===== config.mk =====
export PLATFORM = sky130hd
export DESIGN_NAME = mem_req_arbiter
export DESIGN_NICKNAME = d
export VERILOG_FILES = /design/src/rtl/mem_req_arbiter.sv
export SDC_FILE = /design/constraint.sdc
export NUM_CORES = 1
export LEC_CHECK = 0
export ABC_AREA = 0
export CAP_MARGIN = 20
export CORE_AREA = 4 4 647 649
export DETAILED_ROUTE_END_ITERATION = 6
export DIE_AREA = 0 0 651 653
export HOLD_SLACK_MARGIN = 0.02
export SLEW_MARGIN = 5
export SYNTH_ARGS = -nofsm -noshare
export SYNTH_HDL_FRONTEND = slang
export SYNTH_SLANG_ARGS = --single-unit

===== constraint.sdc =====
create_clock -name clk -period 2.35 [get_ports clk]
set_input_delay 0.47 -clock clk [delete_from_list [all_inputs] [get_ports clk]]
set_output_delay 0.47 -clock clk [all_outputs]
set_load 0.03 [all_outputs]

===== src/rtl/mem_req_arbiter.sv =====
// Two-port round-robin arbiter sharing the DDR2 read/write block between the cache controller (port 0) and the NPU (port 1).
// Optional watchdog enabled by defining ARB_TIMEOUT_EN.
module mem_req_arbiter #(
  parameter int unsigned DATA_WIDTH     = 256,
  parameter int unsigned ADDR_WIDTH     = 31,
  parameter int unsigned TIMEOUT_CYCLES = 1023
) (
  input  logic                  clk,
  input  logic                  rst_n,
  input  logic                  p0_rd_req,
  input  logic                  p0_wr_req,
  input  logic [ADDR_WIDTH-1:0] p0_addr,
  input  logic [DATA_WIDTH-1:0] p0_wdata,
  output logic                  p0_done,
  output logic [DATA_WIDTH-1:0] p0_rdata,
  output logic                  p0_err,
  input  logic                  p1_rd_req,
  input  logic                  p1_wr_req,
  input  logic [ADDR_WIDTH-1:0] p1_addr,
  input  logic [DATA_WIDTH-1:0] p1_wdata,
  output logic                  p1_done,
  output logic [DATA_WIDTH-1:0] p1_rdata,
  output logic                  p1_err,
  output logic                  data_wren,
  output logic                  data_rden,
  output logic [ADDR_WIDTH-1:0] data_addr,
  output logic [DATA_WIDTH-1:0] data_wr,
  input  logic [DATA_WIDTH-1:0] data_rd,
  input  logic                  mc_wr_rdy,
  input  logic                  mc_rd_rdy,
  input  logic                  mc_rd_valid,
  output logic                  busy
);

  localparam int unsigned CNT_W = 10;

  typedef enum logic [2:0] {IDLE, LATCH, WR_WAIT, RD_WAIT, DONE} state_e;

  state_e                state_q, state_d;
  logic                  last_grant_q, last_grant_d;
  logic                  gnt_port_q, gnt_port_d;
  logic                  gnt_wr_q, gnt_wr_d;
  logic [ADDR_WIDTH-1:0] addr_q, addr_d;
  logic [DATA_WIDTH-1:0] wdata_q, wdata_d;
  logic [DATA_WIDTH-1:0] rdata0_q, rdata0_d, rdata1_q, rdata1_d;
  logic                  wren_q, wren_d, rden_q, rden_d;
  logic                  done0_q, done0_d, done1_q, done1_d;
  logic                  p0_pend, p1_pend, sel;

`ifdef ARB_TIMEOUT_EN
  logic [CNT_W-1:0]      cnt_q, cnt_d;
  logic                  err0_q, err0_d, err1_q, err1_d;
  logic                  stall;
`else
  logic [CNT_W-1:0]      unused_timeout;
  assign unused_timeout = CNT_W'(TIMEOUT_CYCLES);
`endif

  assign p0_pend = p0_rd_req | p0_wr_req;
  assign p1_pend = p1_rd_req | p1_wr_req;
  // Port 1 wins when it is alone, or on a tie when port 0 was granted last.
  assign sel     = p1_pend & (~p0_pend | ~last_grant_q);

  always_comb begin
    state_d      = state_q;
    last_grant_d = last_grant_q;
    gnt_port_d   = gnt_port_q;
    gnt_wr_d     = gnt_wr_q;
    addr_d       = addr_q;
    wdata_d      = wdata_q;
    rdata0_d     = rdata0_q;
    rdata1_d     = rdata1_q;
    wren_d       = wren_q;
    rden_d       = rden_q;
    done0_d      = 1'b0;
    done1_d      = 1'b0;
`ifdef ARB_TIMEOUT_EN
    cnt_d        = cnt_q;
    err0_d       = 1'b0;
    err1_d       = 1'b0;
`endif
    case (state_q)
      IDLE: begin
        if (p0_pend || p1_pend) begin
          gnt_port_d   = sel;
          last_grant_d = sel;
          gnt_wr_d     = sel ? p1_wr_req : p0_wr_req;
          addr_d       = sel ? p1_addr   : p0_addr;
          wdata_d      = sel ? p1_wdata  : p0_wdata;
`ifdef ARB_TIMEOUT_EN
          cnt_d        = '0;
`endif
          state_d      = LATCH;
        end
      end
      LATCH: begin
        if (gnt_wr_q) begin
          wren_d  = 1'b1;
          state_d = WR_WAIT;
`ifdef ARB_TIMEOUT_EN
          cnt_d   = '0;
`endif
        end else if (mc_rd_rdy) begin
          rden_d  = 1'b1;
          state_d = RD_WAIT;
`ifdef ARB_TIMEOUT_EN
          cnt_d   = '0;
`endif
        end
      end
      WR_WAIT: begin
        if (mc_wr_rdy) begin
          wren_d  = 1'b0;
          done0_d = ~gnt_port_q;
          done1_d = gnt_port_q;
          state_d = DONE;
        end
      end
      RD_WAIT: begin
        if (mc_rd_valid) begin
          rden_d  = 1'b0;
          done0_d = ~gnt_port_q;
          done1_d = gnt_port_q;
          if (gnt_port_q) rdata1_d = data_rd;
          else            rdata0_d = data_rd;
          state_d = DONE;
        end
      end
      DONE:    state_d = IDLE;
      default: state_d = IDLE;
    endcase

`ifdef ARB_TIMEOUT_EN
    // Timeout exits through DONE so the requester sees done/err while its request is still held.
    stall = ((state_q == LATCH) && !gnt_wr_q && !mc_rd_rdy) ||
            ((state_q == WR_WAIT) && !mc_wr_rdy) ||
            ((state_q == RD_WAIT) && !mc_rd_valid);
    if (stall) begin
      if (cnt_q == CNT_W'(TIMEOUT_CYCLES - 1)) begin
        wren_d  = 1'b0;
        rden_d  = 1'b0;
        done0_d = ~gnt_port_q;
        done1_d = gnt_port_q;
        err0_d  = ~gnt_port_q;
        err1_d  = gnt_port_q;
        state_d = DONE;
      end else begin
        cnt_d = cnt_q + 1'b1;
      end
    end
`endif
  end

  always_ff @(posedge clk or negedge rst_n) begin
    if (!rst_n) begin
      state_q      <= IDLE;
      last_grant_q <= 1'b1;
      gnt_port_q   <= 1'b0;
      gnt_wr_q     <= 1'b0;
      addr_q       <= '0;
      wdata_q      <= '0;
      rdata0_q     <= '0;
      rdata1_q     <= '0;
      wren_q       <= 1'b0;
      rden_q       <= 1'b0;
      done0_q      <= 1'b0;
      done1_q      <= 1'b0;
`ifdef ARB_TIMEOUT_EN
      cnt_q        <= '0;
      err0_q       <= 1'b0;
      err1_q       <= 1'b0;
`endif
    end else begin
      state_q      <= state_d;
      last_grant_q <= last_grant_d;
      gnt_port_q   <= gnt_port_d;
      gnt_wr_q     <= gnt_wr_d;
      addr_q       <= addr_d;
      wdata_q      <= wdata_d;
      rdata0_q     <= rdata0_d;
      rdata1_q     <= rdata1_d;
      wren_q       <= wren_d;
      rden_q       <= rden_d;
      done0_q      <= done0_d;
      done1_q      <= done1_d;
`ifdef ARB_TIMEOUT_EN
      cnt_q        <= cnt_d;
      err0_q       <= err0_d;
      err1_q       <= err1_d;
`endif
    end
  end

  assign data_wren = wren_q;
  assign data_rden = rden_q;
  assign data_addr = addr_q;
  assign data_wr   = wdata_q;
  assign p0_done   = done0_q;
  assign p1_done   = done1_q;
  assign p0_rdata  = rdata0_q;
  assign p1_rdata  = rdata1_q;
  assign busy      = (state_q != IDLE);
`ifdef ARB_TIMEOUT_EN
  assign p0_err    = err0_q;
  assign p1_err    = err1_q;
`else
  assign p0_err    = 1'b0;
  assign p1_err    = 1'b0;
`endif

endmodule

== Yosys cells after proc, flatten, opt, wreduce, memory -nomap -nowiden ==
Cells that the tools add are included.
Storage, ports and cells
  register bits: 809
  input bits: 839
  output and inout port bits: 806
  logic and storage cells: 62
Operators by class
  eq/ne operators: 10
  multiplexer cells: 22
  bitwise gates (word level): 7
  reductions and logical operators: 11
Operators with widths (count)
  two-way mux 256 bit: 1
  two-way mux 31 bit: 1
  two-way mux 3 bit: 5
  inequality test 2 bit, second input constant: 6
  one-hot mux 3 bit (4 select lines): 1
  two-way mux 1 bit: 10
  AND reduction 3 bit: 3
  one-hot mux 1 bit (2 select lines): 4
  AND reduction 4 bit: 2
  == test 3 x 2 -> 1 bit, second input constant: 2
  nonzero test 2 bit: 2
  == test 3 x 1 -> 1 bit, second input constant: 1
  zero test 3 bit: 1
  inequality test 3 bit, second input constant: 1
  inverter 1 bit: 3
  OR 1 bit: 3
  nonzero test 3 bit: 1
  AND reduction 2 bit: 1
  bitwise AND 1 bit: 1
  logical OR 1 bit: 1

== Logic depth before layout (Yosys ltp) ==
  depth in word-level cells: 5
  gate-level depth with buffers: 7
  mapped depth without buffers: 3

== Worst setup path after synthesis ==
No wires, ideal clock.
  path kind: flip-flop to output port
  from: register state_q[0]
  to: output busy
  arrival time: 1.533 ns
  required time: 1.880 ns
  slack: 0.347 ns
  stages on the path, launching flop included: 7
  buffers on the path: 4
  path through: dfrtp_1 clkbuf_1 nor3_1 buf_2 buf_2 buf_1 inv_1
On the way
  longest elaborated chain between the ends: 1
Ends and longest elaborated chain
  from (decl): line 39  | state_e state_q, state_d;
  from (signal assigned): line 174  | state_q <= state_d;
  nonzero test 3 bit: line 202  | assign busy = (state_q != IDLE);
  to (decl): line 32  | output logic busy
Every way passes these cells.

== Worst setup path in the final report ==
  from: register rdata0_q[187] (netlist: p0_rdata[187])
  to: output p0_rdata[187]
RTL lines
  from (decl): line 45  | logic [DATA_WIDTH-1:0] rdata0_q, rdata0_d, rdata1_q, rdata1_d;
  from (signal assigned): line 180  | rdata0_q <= rdata0_d;
  to (decl): line 15  | output logic [DATA_WIDTH-1:0] p0_rdata,
No word-level cell between the ends.

==> flow_results.xml <==
<?xml version="1.0" encoding="UTF-8"?>
<metrics>
  <group name="timing">
    <metric name="final-max-slew-violation-count" unit="">0</metric>
    <metric name="rsz0062_at_grt" unit="">false</metric>
    <metric name="finalSetupViolCount" unit="">0</metric>
    <metric name="max_freq" unit="MHz">445</metric>
    <metric name="final_hold_viol_count" unit="">0</metric>
    <metric name="max_slew.worst_pin.slew" unit="ns">0.737</metric>
    <metric name="period_share" unit="%">95.7</metric>
    <metric name="slew_headroom" unit="%">50.9</metric>
    <metric name="worst_slack" unit="ns">0.100</metric>
    <metric name="worst_clock_skew" unit="ns">0.0970</metric>
    <metric name="final_period_minus_worst_setup_slack" unit="ns">2.25</metric>
  </group>
  <group name="synthesis">
    <metric name="synth_top_cells_by_count" unit="">dfrtp_1 (808), mux2_2 (377), o21ai_0 (290)</metric>
    <metric name="synth_top_cell_by_area" unit="">dfrtp_1</metric>
    <metric name="synth.ff_latch_count" unit="">809</metric>
    <metric name="yosys-mux-area-fraction" unit="%">17.2</metric>
    <metric name="syn-cell-area" unit="um2">33600</metric>
    <metric name="yosys.cell_count.top_type" unit="">dfrtp_1</metric>
    <metric name="asyncSetResetFlopFracSynth" unit="%">100</metric>
    <metric name="netlist_instances" unit="">2790</metric>
    <metric name="dominantRegCellSynth" unit="">dfrtp_1</metric>
    <metric name="synth-seq-area-share" unit="%">60.2</metric>
    <metric name="fraction_of_the_mapped_netlist_area_in_compound_gates" unit="%">14.2</metric>
    <metric name="yosys_warnings" unit="">0</metric>
    <metric name="syn_avg_cell_area" unit="um2">12.1</metric>
    <metric name="yosysUniqueCellTypes" unit="">31</metric>
    <metric name="synth_xor_xnor_area_share" unit="%">0</metric>
    <metric name="synth_top_cells_by_area" unit="">dfrtp_1 (60%), mux2_2 (13%), a31oi_1 (5.4%)</metric>
    <metric name="synth_largest_type_area_fraction" unit="%">60.1</metric>
    <metric name="synth_simple_gate_area_share" unit="%">4.58</metric>
    <metric name="synth-edff-count" unit="">0</metric>
    <metric name="synth_top_family_by_area" unit="">multiplexers</metric>
    <metric name="synthAdderAreaFrac" unit="%">0</metric>
  </group>
  <group name="placed_design">
    <metric name="placed_cells" unit="">9842</metric>
    <metric name="detailedPlace.worstSlack" unit="ns">-1.07</metric>
    <metric name="gp_congestion" unit="">0.970</metric>
    <metric name="port_buffers" unit="">1642</metric>
    <metric name="placed_wire_length_estimate" unit="um">296000</metric>
  </group>
  <group name="status">
    <metric name="run_status" unit="">finished clean</metric>
  </group>
  <group name="job">
    <metric name="drv_cap" unit="">0</metric>
  </group>
  <group name="routing">
    <metric name="drt_pre_antenna_iters" unit="">6</metric>
    <metric name="total_length_of_routed_wires" unit="um">335000</metric>
    <metric name="routed_via_density" unit="">3.31</metric>
    <metric name="drtIter0Drc" unit="">2694</metric>
    <metric name="drc" unit="">0</metric>
    <metric name="dr_total_vias" unit="">33500</metric>
    <metric name="antenna_violating_nets_post_route" unit="">0</metric>
    <metric name="wl_per_cell" unit="um">33.2</metric>
  </group>
  <group name="critical_path">
    <metric name="critPathArrivalTime" unit="ns">1.78</metric>
    <metric name="timing.critical_path.fanout_max" unit="">2</metric>
    <metric name="crit_buf_inv" unit="">1</metric>
    <metric name="timing.setup.critical_path_class" unit="">flip-flop to output pin</metric>
    <metric name="worst_path_dominant_cell_family" unit="">buffers and inverters</metric>
    <metric name="worst_setup_path_startpoint" unit="">p0_rdata[187]$_DFFE_PN0P_</metric>
    <metric name="r2r-start" unit="">state_q[1]$_DFFE_PN0P_</metric>
    <metric name="path_cells" unit="">dlygate4sd2_1</metric>
    <metric name="required" unit="ns">1.88</metric>
    <metric name="slowest_cell_on_the_critical_path" unit="">dlygate4sd2_1</metric>
    <metric name="slowest_delay" unit="ns">0.47</metric>
    <metric name="critPathLaunchType" unit="">flip-flop</metric>
    <metric name="worstSetupEndpointType" unit="">output pin</metric>
  </group>
  <group name="die">
    <metric name="floorplan.io_pins" unit="">1645</metric>
    <metric name="die_h" unit="um">653</metric>
    <metric name="core_area" unit="um2">413000</metric>
    <metric name="fp.dieArea" unit="um2">425000</metric>
    <metric name="num_rows" unit="">236</metric>
    <metric name="floorplan.initialDensity" unit="%">8.15</metric>
    <metric name="floorplan_die_width" unit="um">651</metric>
  </group>
  <group name="power_and_ir_drop">
    <metric name="leakagePower" unit="nW">24.2</metric>
    <metric name="power-per-cell-area" unit="nW/um2">1530</metric>
    <metric name="vdd_drop_max" unit="mV">0.718</metric>
    <metric name="power" unit="mW">92.7</metric>
  </group>
  <group name="grt">
    <metric name="wire_length_of_the_first_global_routing_pass" unit="um">408000</metric>
    <metric name="grtUsageTotal" unit="%">15.1</metric>
    <metric name="global_route.overflow_total" unit="">0</metric>
    <metric name="grt_pass1_vias" unit="">31800</metric>
    <metric name="grt_antenna_before_repair" unit="">278</metric>
    <metric name="pin_count_of_the_biggest_net_entering_global_routing" unit="">96</metric>
  </group>
  <group name="final_layout">
    <metric name="n_fill_cell" unit="">46400</metric>
    <metric name="fin_nets" unit="">5319</metric>
    <metric name="drive_gt1_share" unit="%">22.1</metric>
    <metric name="instances_no_fill" unit="">10100</metric>
    <metric name="area_growth_syn_to_layout" unit="%">80.6</metric>
  </group>
  <group name="clock_network">
    <metric name="clock_tree.htree_level_count" unit="">3</metric>
    <metric name="cts.reportedPaths.clkPinSlew" unit="ns">0.06</metric>
    <metric name="cts_sinks" unit="">809</metric>
    <metric name="cts_tree" unit="">built</metric>
    <metric name="cts_buffers" unit="">103</metric>
    <metric name="cts_root_buffer" unit="">clkbuf_16</metric>
    <metric name="cts_max_path_buffers" unit="">4</metric>
    <metric name="skew_pair_late_insertion_delay" unit="ns">0.86</metric>
  </group>
  <group name="hold_path">
    <metric name="worst_hold_path_type" unit="">input port to asynchronous set/reset pin</metric>
  </group>
</metrics>
[per-stage QoR]
stage	TNS [ns]	utilization [%]	instance area, um2	hold slack [ns]
floorplan	0	-	33600	0.174
global placement	-191.47	14.0	57700	0.467
detailed placement	-189.73	14.0	57700	0.467
CTS	-0.219	14.7	60500	0.0448
global route	0	14.7	60700	0.109
finish	0	14.7	60800	0.185
[cells by family (layout without fill, tap and decap cells)]
family	after synthesis	after routing
muxes	515	515
other	1	70
buffers and inverters	285	2057
AOI/OAI and AO/OA	875	875
DFF	809	809
and+or+nand+nor	305	305
[routing by layer]
metal / vias to the layer above / track usage (%) / wire length [um]
li1: 13800 / - / -
met1: 16700 / 14.9 / 110000
met2: 2066 / 26.5 / 166000
met3: 768 / 8.39 / 43200
met4: 188 / 5.20 / 15600
met5: - / 0 / 1280
[final timing paths]
check	to	depth (start not counted)	slack, ns
setup / recovery	p0_rdata[187]	1	0.10
max in group asynchronous	data_wr[23]$_DFFE_PN0P_	3	1.07
hold reg to reg	p0_rdata[108]$_DFFE_PN0P_	1	0.48
setup reg to reg	p0_rdata[138]$_DFFE_PN0P_	6	0.18
min in group clk	data_wr[200]$_DFFE_PN0P_	3	0.19
hold / removal	p1_rdata[91]$_DFFE_PN0P_	2	0.19
[timing repair]
action | 4_1_cts | 5_1_grt
setup endpoints to repair | 593 | 2
hold buffers | 1 | 0
hold endpoints to repair | 83 | 0
pin swaps | 0 | 1
gates resized for setup | 647 | 9
setup buffers | 0 | 6
[cells in the final DEF (no fill, tap or decap), drive strengths merged, types with 3 or more instances in the layout]
cell,Yosys,layout
a21oi,289,289
clkinvlp,0,5
inv,3,11
dlygate4sd2,0,563
buf,108,434
diode,0,68
bufinv,0,8
o21ai,291,291
a31oi,289,289
nor2,3,3
clkbuf,174,146
dfrtp,808,808
mux2,515,515
clkdlybuf4s15,0,29
nand3,287,287
nand2,3,3
clkinv,0,21
nor2b,3,3
clkdlybuf4s50,0,839
[final cells by class]
type,instances,area (um2),area share [%]
timing repair buffer,1866,17900,29.4
sequential,809,20200,33.3
clock inverter,42,527,0.867
inverter,3,11.3,0.0185
multi-input combinational,1697,12200,20.0
antenna,68,170,0.280
clock buffer,146,2930,4.82
tap,5474,6850,11.3
[state kept, by name (all words and copies together) (netlist names)]
register / count
p0_done: 1
data_wr: 256
state_q: 3
last_grant_q: 1
data_wren: 1
data_addr: 31
gnt_port_q: 1
data_rden: 1
gnt_wr_q: 1
p0_rdata: 256
p1_done: 1
p1_rdata: 256
[report_power, final]
group          switching (mW)  internal, mW  total (mW)
sequential               3.96          21.0        24.9
combinational            35.1          16.1        51.2
clock                    6.94          9.62        16.6
Power figures use the tool's default switching activity.
